File: src/rtl/sw_led_sequencer.sv
// Front-panel controller: debounced active-low switches drive an OFF/STATIC/BLINK/CHASE LED sequencer.
// LEDs and o_mode are registered one cycle after a press event or step; CHASE is compiled in with SW_LED_SEQ_CHASE_EN.
module sw_led_sequencer #(
  parameter int DEBOUNCE_CYCLES = 50000,
  parameter int TICK_DIV        = 1000000
) (
  input  logic       i_clk,
  input  logic       i_rst,
  input  logic [3:0] i_sw_n,
  output logic       o_led_blue,
  output logic       o_led_green,
  output logic       o_led_orange,
  output logic       o_led_red,
  output logic [1:0] o_mode
);

  localparam int DB_W = $clog2(DEBOUNCE_CYCLES + 1);
  localparam int TK_W = $clog2(2 * TICK_DIV);
  localparam logic [DB_W-1:0] DB_LAST   = DB_W'(DEBOUNCE_CYCLES - 1);
  localparam logic [TK_W-1:0] FAST_LAST = TK_W'(TICK_DIV - 1);
  localparam logic [TK_W-1:0] SLOW_LAST = TK_W'(2 * TICK_DIV - 1);

  typedef enum logic [1:0] {
    MODE_OFF    = 2'd0,
    MODE_STATIC = 2'd1,
    MODE_BLINK  = 2'd2,
    MODE_CHASE  = 2'd3
  } mode_e;

  logic [3:0]      sync_q1, sync_q2, deb_lvl, deb_prev;
  logic [DB_W-1:0] deb_cnt [4];
  logic [3:0]      press_evt;
  logic            lamp_test;

  // Sync flops reset to "released" so reset exit never looks like a press.
  always_ff @(posedge i_clk) begin
    if (i_rst) begin
      sync_q1  <= '1;
      sync_q2  <= '1;
      deb_lvl  <= '1;
      deb_prev <= '1;
      for (int i = 0; i < 4; i++) deb_cnt[i] <= '0;
    end else begin
      sync_q1  <= i_sw_n;
      sync_q2  <= sync_q1;
      deb_prev <= deb_lvl;
      for (int i = 0; i < 4; i++) begin
        if (sync_q2[i] == deb_lvl[i]) begin
          deb_cnt[i] <= '0;
        end else if (deb_cnt[i] == DB_LAST) begin
          deb_lvl[i] <= sync_q2[i];
          deb_cnt[i] <= '0;
        end else begin
          deb_cnt[i] <= deb_cnt[i] + 1'b1;
        end
      end
    end
  end

  assign press_evt = deb_prev & ~deb_lvl;
  assign lamp_test = ~deb_lvl[3];

  mode_e           mode_q, mode_adv, mode_nxt;
  logic            speed_slow_q, paused_q, blink_on_q, blink_nxt;
  logic [TK_W-1:0] tick_cnt_q, tick_cnt_nxt, period_last;
  logic            step, mode_chg, speed_chg;
  logic [3:0]      pattern, led_q;
`ifdef SW_LED_SEQ_CHASE_EN
  logic [3:0]      chase_q, chase_nxt;
`endif

  always_comb begin
    mode_chg    = press_evt[0];
    speed_chg   = press_evt[1];
    period_last = speed_slow_q ? SLOW_LAST : FAST_LAST;
    step        = ~paused_q && (tick_cnt_q == period_last);

    case (mode_q)
      MODE_OFF:    mode_adv = MODE_STATIC;
      MODE_STATIC: mode_adv = MODE_BLINK;
`ifdef SW_LED_SEQ_CHASE_EN
      MODE_BLINK:  mode_adv = MODE_CHASE;
`else
      MODE_BLINK:  mode_adv = MODE_OFF;
`endif
      default:     mode_adv = MODE_OFF;
    endcase
    mode_nxt = mode_chg ? mode_adv : mode_q;

    // A mode change restarts the pattern and swallows any coincident step.
    blink_nxt = blink_on_q;
    if (mode_chg)                         blink_nxt = 1'b1;
    else if (step && mode_q == MODE_BLINK) blink_nxt = ~blink_on_q;

`ifdef SW_LED_SEQ_CHASE_EN
    chase_nxt = chase_q;
    if (mode_chg)                         chase_nxt = 4'b0001;
    else if (step && mode_q == MODE_CHASE) chase_nxt = {chase_q[2:0], chase_q[3]};
`endif

    tick_cnt_nxt = tick_cnt_q;
    if (mode_chg || speed_chg) tick_cnt_nxt = '0;
    else if (paused_q)         tick_cnt_nxt = tick_cnt_q;
    else if (step)             tick_cnt_nxt = '0;
    else                       tick_cnt_nxt = tick_cnt_q + 1'b1;

    case (mode_nxt)
      MODE_STATIC: pattern = 4'b1111;
      MODE_BLINK:  pattern = {4{blink_nxt}};
`ifdef SW_LED_SEQ_CHASE_EN
      MODE_CHASE:  pattern = chase_nxt;
`endif
      default:     pattern = 4'b0000;
    endcase
  end

  always_ff @(posedge i_clk) begin
    if (i_rst) begin
      mode_q       <= MODE_OFF;
      speed_slow_q <= 1'b0;
      paused_q     <= 1'b0;
      blink_on_q   <= 1'b1;
      tick_cnt_q   <= '0;
      led_q        <= 4'b0000;
`ifdef SW_LED_SEQ_CHASE_EN
      chase_q      <= 4'b0001;
`endif
    end else begin
      mode_q       <= mode_nxt;
      speed_slow_q <= speed_slow_q ^ speed_chg;
      paused_q     <= paused_q ^ press_evt[2];
      blink_on_q   <= blink_nxt;
      tick_cnt_q   <= tick_cnt_nxt;
      led_q        <= lamp_test ? 4'b1111 : pattern;
`ifdef SW_LED_SEQ_CHASE_EN
      chase_q      <= chase_nxt;
`endif
    end
  end

  assign o_led_blue   = led_q[0];
  assign o_led_green  = led_q[1];
  assign o_led_orange = led_q[2];
  assign o_led_red    = led_q[3];
  assign o_mode       = mode_q;

endmodule
File: config.mk
export PLATFORM = sky130hd
export DESIGN_NAME = sw_led_sequencer
export DESIGN_NICKNAME = d
export VERILOG_FILES = /design/src/rtl/sw_led_sequencer.sv
export SDC_FILE = /design/constraint.sdc
export NUM_CORES = 1
export LEC_CHECK = 0
export ABC_AREA = 1
export CELL_PAD_IN_SITES_DETAIL_PLACEMENT = 0
export CELL_PAD_IN_SITES_GLOBAL_PLACEMENT = 1
export CORE_ASPECT_RATIO = 0.8
export CORE_UTILIZATION = 45
export CTS_BUF_LIST = sky130_fd_sc_hd__clkbuf_8
export CTS_CLUSTER_DIAMETER = 150
export CTS_CLUSTER_SIZE = 16
export DETAILED_ROUTE_END_ITERATION = 8
export GPL_TIMING_DRIVEN = 0
export HOLD_SLACK_MARGIN = 0.12
export PLACE_DENSITY = 0.85
export SLEW_MARGIN = 40
export SYNTH_ARGS = -nofsm -noshare
export SYNTH_HDL_FRONTEND = slang
export SYNTH_SLANG_ARGS = --single-unit
File: constraint.sdc
create_clock -name i_clk -period 1.7 [get_ports i_clk]
set_clock_uncertainty 0.05 [all_clocks]
set_input_delay 0.34 -clock i_clk [delete_from_list [all_inputs] [get_ports i_clk]]
set_output_delay 0.34 -clock i_clk [all_outputs]
set_load 0.1 [all_outputs]
# --- After elaboration in Yosys (flattened, before gate mapping) ---
# Memory sizes are Yosys's and may differ from the RTL's.
# Index checks and enable logic that the tools add are counted.
# W data, S select, Z words.
totals:
  ff_bits: 45
  ram_bits: 64
  input_bits: 6
  word_cells: 129
  n_memories: 1
op_classes:
  add_sub_neg: 5
  n_eq_ne: 13
  mux: 66
  bitwise_logic: 22
  reduce_logical: 9
mem_list:
  columns: ["name", "depth", "width", "read_ports", "rd_clocked_by_memory_dff", "write_ports", "line", "rtl"]
  rows:
  - ["deb_cnt", 4, 16, 4, 0, 4, "31", "logic [DB_W-1:0] deb_cnt [4];"]
ops:
  columns: ["op", "n"]
  rows:
  - ["$mux W16", 12]
  - ["$add A16 B1 Y16 const B", 4]
  - ["$eq A16 B16 Y1 const B", 4]
  - ["$mux W1", 48]
  - ["$mux W21", 2]
  - ["$add A21 B1 Y21 const B", 1]
  - ["$eq A21 B21 Y1", 1]
  - ["$or A1 B1 Y1", 12]
  - ["$pmux W4 S2", 1]
  - ["$reduce_and A2 Y1", 4]
  - ["$not A1 Y1", 6]
  - ["$eq A1 B1 Y1", 4]
  - ["$eq A2 B1 Y1 const B", 2]
  - ["$eq A2 B2 Y1 const B", 2]
  - ["$mux W4", 1]
  - ["$pmux W2 S2", 1]
  - ["$and A3 B3 Y3", 1]
  - ["$not A3 Y3", 1]
  - ["$logic_and A1 B1 Y1", 2]
  - ["$logic_not A2 Y1", 1]
  - ["$mux W2", 1]
  - ["$reduce_or A2 Y1", 1]
  - ["$xor A1 B1 Y1", 2]
  - ["$logic_or A1 B1 Y1", 1]

# --- Logic depth before layout (Yosys ltp) ---
# Gate-level depths: netlist (run 1).
depth:
  ltp_word: 8
  ltp_mapped: 13
  ltp_nobuf: 13

# --- Least setup slack after synthesis (run 1) ---
# No wires, ideal clock.
synth_timing:
  path_type: "reg-to-reg"
  start: "register mode_q[1] (netlist: o_mode[1])"
  end: "register led_q[2]"
  setup_ps: 129
  t_arrival_ps: 1804
  setup_slack_ps: -283
  path_stages_with_launch: 10
  n_path_buf: 0
  path_cell_list: "dfxtp_1 -> inv_1 -> nand2_1 -> nand2_1 -> o21ai_0 -> inv_1 -> ha_1 -> inv_1 -> nand2_1 -> a21oi_1"
synth_between:
  elab_chain_len: 6
  elab_cells_between_ends: 12
  cone_classes: "eq/ne (4); mux (6); reduce/logical (2)"
synth_rtl:
  columns: ["item", "line", "rtl"]
  rows:
  - ["from (decl)", "63", "mode_e mode_q, mode_adv, mode_nxt;"]
  - ["from (signal assigned)", "129", "mode_q <= mode_nxt;"]
  - ["$eq A2 B1 Y1 / $logic_not A2 Y1 (equally long branches)", "78", "case (mode_q)"]
  - ["$pmux W2 S2", "78", null]
  - ["$mux W2 *", "88", "mode_nxt = mode_chg ? mode_adv : mode_q;"]
  - ["named net mode_nxt[1]", "63", null]
  - ["$eq A2 B2 Y1 / $eq A2 B1 Y1 (equally long branches)", "107", "case (mode_nxt)"]
  - ["$pmux W4 S2 *", "107", null]
  - ["$mux W4 *", "134", "led_q <= lamp_test ? 4'b1111 : pattern;"]
  - ["to (signal assigned)", "134", null]
  - ["to (decl)", "67", "logic [3:0] pattern, led_q;"]
# The timed path passes the listed nets; every way through them passes the cells marked *.
# A chain may end at the register's enable or synchronous reset.

==> results of run 1 <==
-- worst reg2reg max path, cell delays in order (launching register included) --
cell and delay, ns:
edfxtp_1 0.37, ha_2 0.20, nand2_2 0.07, nor2_4 0.10, inv_2 0.06, nor2_4 0.11, nand4_1 0.14, o211ai_1 0.30
buf_4 0.22, a21oi_2 0.03, o21a_1 0.10
-- final cells by class --
type                    count  area share [%]
inverters                  95           4.916
multi-input cells         485           42.35
plain buffers              11           1.191
repair buffers             77           8.301
well taps                 148           2.517
clock buffers              12           2.245
clock inverters             4          0.6464
flip-flops and latches    106           37.83
-- power groups by stage --
stage          sequential, mW  combinational, mW  clock (mW)
2_1_floorplan            2.91              0.159           0
3_3_place_gp             2.92              0.196           0
3_5_place_dp             2.92              0.201           0
4_1_cts                  2.87              0.246        1.72
5_1_grt                  2.89              0.338        1.81
6_report                 2.88              0.300        1.67
-- kinds of logic after synthesis --
| group | Yosys count | share of synthesized area (%) |
|---|---|---|
| other | 1 | 0.06855 |
| and+or+nand+nor | 320 | 29.16 |
| xor gates and xnor gates | 22 | 3.522 |
| buffers and inverters | 106 | 7.799 |
| adders and majority gates | 7 | 1.601 |
| DFF | 106 | 50.50 |
| AOI/OAI and AO/OA | 72 | 7.342 |
-- layout by cell type (no fill, tap or decap), types with 5 or more instances in the layout --
cell type / instances
nor3_2: 15
a21oi_2: 13
dfxtp_1: 30
o21a_1: 6
nor2_4: 16
clkbuf_8: 12
edfxtp_1: 64
nor3b_2: 6
nand3_2: 8
nor3_4: 10
buf_6: 13
conb_1: 64
nand2_2: 16
nor4_4: 7
nand2_1: 79
inv_2: 13
nor3_1: 16
nand4_1: 14
nor2_2: 24
xnor2_1: 5
nor2_1: 63
xor2_1: 17
inv_1: 80
buf_2: 7
o21ai_0: 9
nand2_4: 6
nand3_1: 16
a21oi_1: 30
dfxtp_2: 10
buf_4: 63
or2_2: 9
nor4_1: 6
-- layer usage --
| metal | vias up | share of wire [%] | GRT usage (%) |
|---|---|---|---|
| li1 | 2344 | - | - |
| met1 | 2120 | 45 | 22.02 |
| met2 | 64 | 50 | 32.83 |
| met3 | 21 | 2.9 | 3.769 |
| met4 | 0 | 2.1 | 6.567 |
| met5 | - | 0 | 0 |
-- path summary, 6_finish.rpt --
kind                      start             end  slack [ns]  depth (start not counted)
setup / recovery  deb_cnt[1][1]  deb_cnt[1][13]       -0.28                         10
hold / removal            i_rst      sync_q1[3]        0.29                          2
setup reg to reg  deb_cnt[1][1]  deb_cnt[1][13]       -0.28                         10
hold reg to reg      sync_q1[0]      sync_q2[0]        0.36                          1
-- metrics by stage --
| step | setup TNS [ns] | std cells | worst slack [ns] | util, % |
|---|---|---|---|---|
| after floorplan | -0.6812 | 697 | -0.06463 | - |
| after global placement | -17.47 | 855 | -0.4286 | 51.41 |
| after detailed placement | -16.82 | 855 | -0.4035 | 51.15 |
| after CTS | -4.663 | 913 | -0.2323 | 58.07 |
| after global routing | -13.86 | 938 | -0.3532 | 62.91 |
| final | -7.421 | 938 | -0.2783 | 62.91 |
-- state kept, by name, indices dropped and copies added, names as in the netlist --
register      cells
paused_q          1
led_q             1
tick_cnt_q       21
deb_prev          3
sync_q2           4
o_mode            2
blink_on_q        1
deb_cnt          64
deb_lvl           4
speed_slow_q      1
sync_q1           4
-- timing repair --
action                     in CTS  in global routing
setup endpoints to repair      75                 80
cloned                          3                  0
gates resized for setup        79                100
buffers inserted               39                 27
pin swaps                      31                 54
hold buffers                    0                  0
==> impl_metrics.csv, run 1 <==
group,metric,value,unit
status,outcome,"finished, violations left",
status,violations,"setup timing",
synth,synth_cell_types,40,
power,seqPwrFrac,59.4,%
setup_path,worstSetupStartpointType,"flop",
setup_path,crit_family,"compound AO/OA/AOI/OAI gates",
power,p_int,3.713,mW
synth,synth_area,0.005470,mm^2
detailed_routing,drt_wl_total,11.46,mm
detailed_routing,via_per_inst,4.850,
global_route,first_global_vias,4177,
sta,hold_violations,0,
sta,slew_headroom,61.52,%
setup_path,max_stage_delay,0.37,ns
placement,portBuffers,10,
synth,synth_top_area_share,35.13,%
power,vdd_drop_max,0.0003916,V
sta,tightest_slew,0.5747,ns
setup_path,path_buf_inv,2,
final_layout,layout-drive-gt1-share,34.05,%
power,leakage,2.981,nW
clocking,cts.clk_slew.worst_paths,0.10,ns
placement,dp_hpwl,7.079,mm
floorplanning,die_area,0.01260,mm^2
setup_path,cp_max_fo,5,
synth,synth_most_common_cell,"nand2_1",
sta,max_freq,505.5,MHz
sta,post-route-period-util,116.4,%
clocking,htreeDepth,3,
global_route,grt_max_degree,17,
setup_path,cp.required,1.80,ns
clocking,clock_path_buffers,2,
detailed_routing,drc,0,
final_layout,num-fill-cells,935,
synth,ys.flop_type,"edfxtp_1",
detailed_routing,antenna_left,0,
clocking,cts_tree,"yes",
detailed_routing,vias,4549,
synth,syn-instance-count,634,
synth,avgSynthCellArea,8.628,um^2
power,total_power,4.843,mW
power,p_sw,1.130,mW
setup_path,cp_data_arrival_time,2.08,ns
sta,slew_viol_final,0,
run,maxCapViolations,0,
global_route,grt_pass1_wl,18.46,mm
setup_path,endpoint_kind,"flop",
clocking,insertion_delay,0.38,ns
synth,synth_area_leader_cell,"edfxtp_1",
floorplanning,die_height,100.6,um
clocking,clock-sinks,106,
synth,ys_seq_area_share,50.50,%
synth,synth_common_cells,"93 x nand2_1, 92 x inv_1, 91 x nor2_1, 64 x edfxtp_1, 43 x a21oi_1",
global_route,grtUsageTotal,18.33,%
synth,ys_async_sr_fraction,0,%
clocking,root_buffer,"clkbuf_8",
global_route,grt-ovfl-total,0,
detailed_routing,wire_per_inst,12.22,um
synth,yosysWarnings,0,
floorplanning,core,0.01169,mm^2
synth,ys_ff_latch,106,
floorplanning,die_w,125.3,um
sta,worst_slack,-0.2783,ns
synth,synth-edff-count,64,
final_layout,layout.nets,798,
final_layout,syn_to_final_growth,34.47,%
sta,grt_setup_unrepaired,"true",
setup_path,critPathKind,"reg -> reg",
floorplanning,ios,12,
sta,setup_violations,63,
min_path,hold_path.class,"in -> reg",
power,power_frac_comb,6.2,%
floorplanning,std_cell_rows,35,
power,clkPwrFrac,34.4,%
clocking,cts_buffers,9,
final_layout,register_area,0.002783,mm^2
setup_path,crit_chain,"ha_2 -> nand2_2 -> nor2_4 -> inv_2 -> nor2_4 -> nand4_1 -> o211ai_1 -> buf_4 -> a21oi_2 -> o21a_1",
setup_path,slowest_stage,"edfxtp_1",
global_route,antenna_found_initial,0,
detailed_routing,drt_iter0_drc,152,
sta,fin_crit,1.978,ns
synth,yosys-top-cells-area,"edfxtp_1 35%, dfxtp_1 15%, nand2_1 6.4%",
power,p_sw_share,23.34,%
placement,dpl_cell_area,0.005981,mm^2
final_layout,multi_input_area,0.003115,mm^2
detailed_routing,drtPass1Iterations,4,
placement,routabilityCongestion,0.8182,
sta,holdWs,0.2869,ns
power,p_per_area,658.4,mW/mm^2
final_layout,design_area,0.007356,mm^2
floorplanning,start_util,46.78,%
setup_path,crit_top_cell,"nor2_4",
final_layout,antenna_cells,0,
No activity file was read; power rests on OpenSTA's default activity.
==> run 2: changes to the inputs <==
--- a/config.mk
+++ b/config.mk
@@ -16,7 +16,7 @@
 export DETAILED_ROUTE_END_ITERATION = 8
 export GPL_TIMING_DRIVEN = 0
 export HOLD_SLACK_MARGIN = 0.12
-export PLACE_DENSITY = 0.85
+export PLACE_DENSITY = 0.75
 export SLEW_MARGIN = 40
 export SYNTH_ARGS = -nofsm -noshare
 export SYNTH_HDL_FRONTEND = slang
==> run 2 against run 1 <==
Against the previous run: clock-buffer cell count is 2 lower; via count is 1.9% higher; the flow still finishes with violations (setup timing); sequential power hardly changed; total power is 1.7% lower; sequential share of layout area is 0.93 points lower; fmax is 0.35% higher; combinational power is 7.7% higher; largest cell class unchanged; global-route usage is 0.36 points higher; first-iteration DRC count is 41% higher; flip-flop and latch count stayed put.
==> impl_metrics.csv, run 2 (same netlist as run 1, synthesis figures left out) <==
group,metric,value,unit
status,outcome,"finished, violations left",
status,violations,"setup timing",
sta,post-route-period-util,116.0,%
final_layout,design_area,0.007547,mm^2
global_route,use_met3,4.034,%
setup_path,crit_chain,"ha_2 -> nand2_2 -> nor2_4 -> inv_1 -> nor2_2 -> nand4_1 -> o211ai_1 -> buf_4 -> o21bai_1 -> a21oi_1",
final_layout,layout-drive-gt1-share,34.98,%
final_layout,syn_to_final_growth,37.97,%
placement,portBuffers,10,
global_route,grtUsageTotal,18.69,%
final_layout,layout.nets,817,
power,vdd_drop_max,0.0004363,V
sta,max_freq,507.3,MHz
sta,fin_crit,1.971,ns
power,clkPwrFrac,32.8,%
setup_path,max_stage_delay,0.37,ns
final_layout,register_area,0.002785,mm^2
final_layout,top_regs,"deb_cnt: 64 flops, tick_cnt_q: 21 flops",
clocking,htreeDepth,3,
clocking,clock_path_buffers,2,
power,leakage,3.056,nW
global_route,antenna_found_initial,0,
setup_path,critPathKind,"reg -> reg",
clocking,cts_tree,"yes",
power,power_frac_comb,6.8,%
sta,hold_violations,0,
global_route,met1_usage,23.45,%
setup_path,cp.required,1.78,ns
placement,dpl_cell_area,0.005981,mm^2
setup_path,worstSetupStartpointType,"flop",
placement,pre_cts_slack,-0.4297,ns
global_route,grt_pass1_wl,18.73,mm
final_layout,regMostFlops,"deb_cnt",
final_layout,multi_input_area,0.003148,mm^2
clocking,clock-sinks,106,
final_layout,final_common_cell,"inv_1",
global_route,globalRouteMet2Util,32.40,%
global_route,grt_most_used_layer,"met2",
sta,grt_setup_unrepaired,"true",
power,p_int,3.629,mW
sta,worst_slack,-0.2713,ns
global_route,grt_max_degree,17,
detailed_routing,antenna_left,0,
setup_path,cp_data_arrival_time,2.05,ns
power,seqPwrFrac,60.4,%
global_route,first_global_vias,4235,
power,p_sw,1.129,mW
floorplanning,std_cell_rows,35,
setup_path,endpoint_kind,"flop",
final_layout,largest_reg_flops,64,
floorplanning,die_area,0.01260,mm^2
clocking,root_buffer,"clkbuf_8",
global_route,grt-ovfl-total,0,
power,p_per_area,630.5,mW/mm^2
detailed_routing,vias,4635,
detailed_routing,drt_wl_total,12.01,mm
final_layout,antenna_cells,0,
placement,dp_hpwl,7.321,mm
setup_path,slowest_stage,"edfxtp_1",
clocking,cts_hold_buf,0,
final_layout,num-fill-cells,977,
min_path,hold_path.class,"in -> reg",
floorplanning,core,0.01169,mm^2
power,p_sw_share,23.74,%
floorplanning,die_height,100.6,um
floorplanning,start_util,46.78,%
detailed_routing,via_per_inst,4.843,
run,maxCapViolations,0,
final_layout,most-common-layout-cells,"82 x inv_1, 79 x nand2_1, 76 x buf_4",
clocking,cts_buffers,9,
placement,routabilityCongestion,0.7799,
detailed_routing,drc,0,
floorplanning,ios,12,
clocking,insertion_delay,0.37,ns
setup_path,cp_max_fo,4,
detailed_routing,drt_iter0_drc,215,
sta,setup_tns,-7.525,ns
detailed_routing,drtPass1Iterations,6,
clocking,cts.clk_slew.worst_paths,0.10,ns
sta,setup_violations,63,
sta,slew_viol_final,0,
floorplanning,die_w,125.3,um
detailed_routing,wire_per_inst,12.55,um
==> run 2: cell types whose count changed in the layout (fill, tap and decap cells not counted), moves of 4 or more <==
cell / before / now
nor2_4: 16 / 23
nor2_2: 24 / 14
buf_4: 63 / 76
buf_6: 13 / 17
==> run 2: area by class of cell <==
type                    instances  share of cell area, %
repair buffers                 98                  10.64
flip-flops and latches        106                  36.90
multi-input cells             485                  41.71
inverters                      95                  4.824
plain buffers                   9                 0.9615
clock inverters                 6                 0.6797
clock buffers                  10                  1.824
well taps                     148                  2.454
==> run 2: power by group through the flow <==
stage | Combinational (mW) | Clock [mW] | Sequential (mW)
global route | 0.358 | 1.69 | 2.89
floorplan | 0.159 | 0 | 2.91
detailed placement | 0.201 | 0 | 2.92
global placement | 0.198 | 0 | 2.92
finish | 0.323 | 1.56 | 2.87
CTS | 0.273 | 1.61 | 2.87
==> run 2: what timing repair did <==
item	in CTS	in global routing
gates resized for setup	97	101
cloned	4	0
setup endpoints to repair	74	81
buffers inserted	53	36
pin swaps	23	57
==> run 2: through the flow <==
stage	power (mW)	utilization, %	cells	hold slack [ns]
3_3_place_gp	3.119	51.41	855	0.3427
4_1_cts	4.751	59.61	927	0.2889
2_1_floorplan	3.066	-	697	0.3395
3_5_place_dp	3.126	51.15	855	0.3475
6_report	4.758	64.55	957	0.3168
5_1_grt	4.931	64.55	957	0.3181
==> run 2: per-layer routing <==
layer  routed length [um]  vias up
met5                    0        -
li1                     -     2373
met2                 5919       36
met4                  159        0
met1                 5690     2212
met3                  239       14
==> run 2: critical path, delay by kind of cell, from the launching register on <==
kind | cells | cell delay, ns
DFF | 1 | 0.37
AOI/OAI and AO/OA | 3 | 0.41
adders and majority gates | 1 | 0.20
and+or+nand+nor | 4 | 0.44
buffers and inverters | 2 | 0.27
==> run 2: final timing paths <==
check,slack [ns],to,start,cells after the start
setup / recovery,-0.27,deb_cnt[1][9],deb_cnt[1][0],10
hold reg to reg,0.37,sync_q2[3],sync_q1[3],1
hold / removal,0.32,sync_q1[1],i_rst,2
setup reg to reg,-0.27,deb_cnt[1][9],deb_cnt[1][0],10
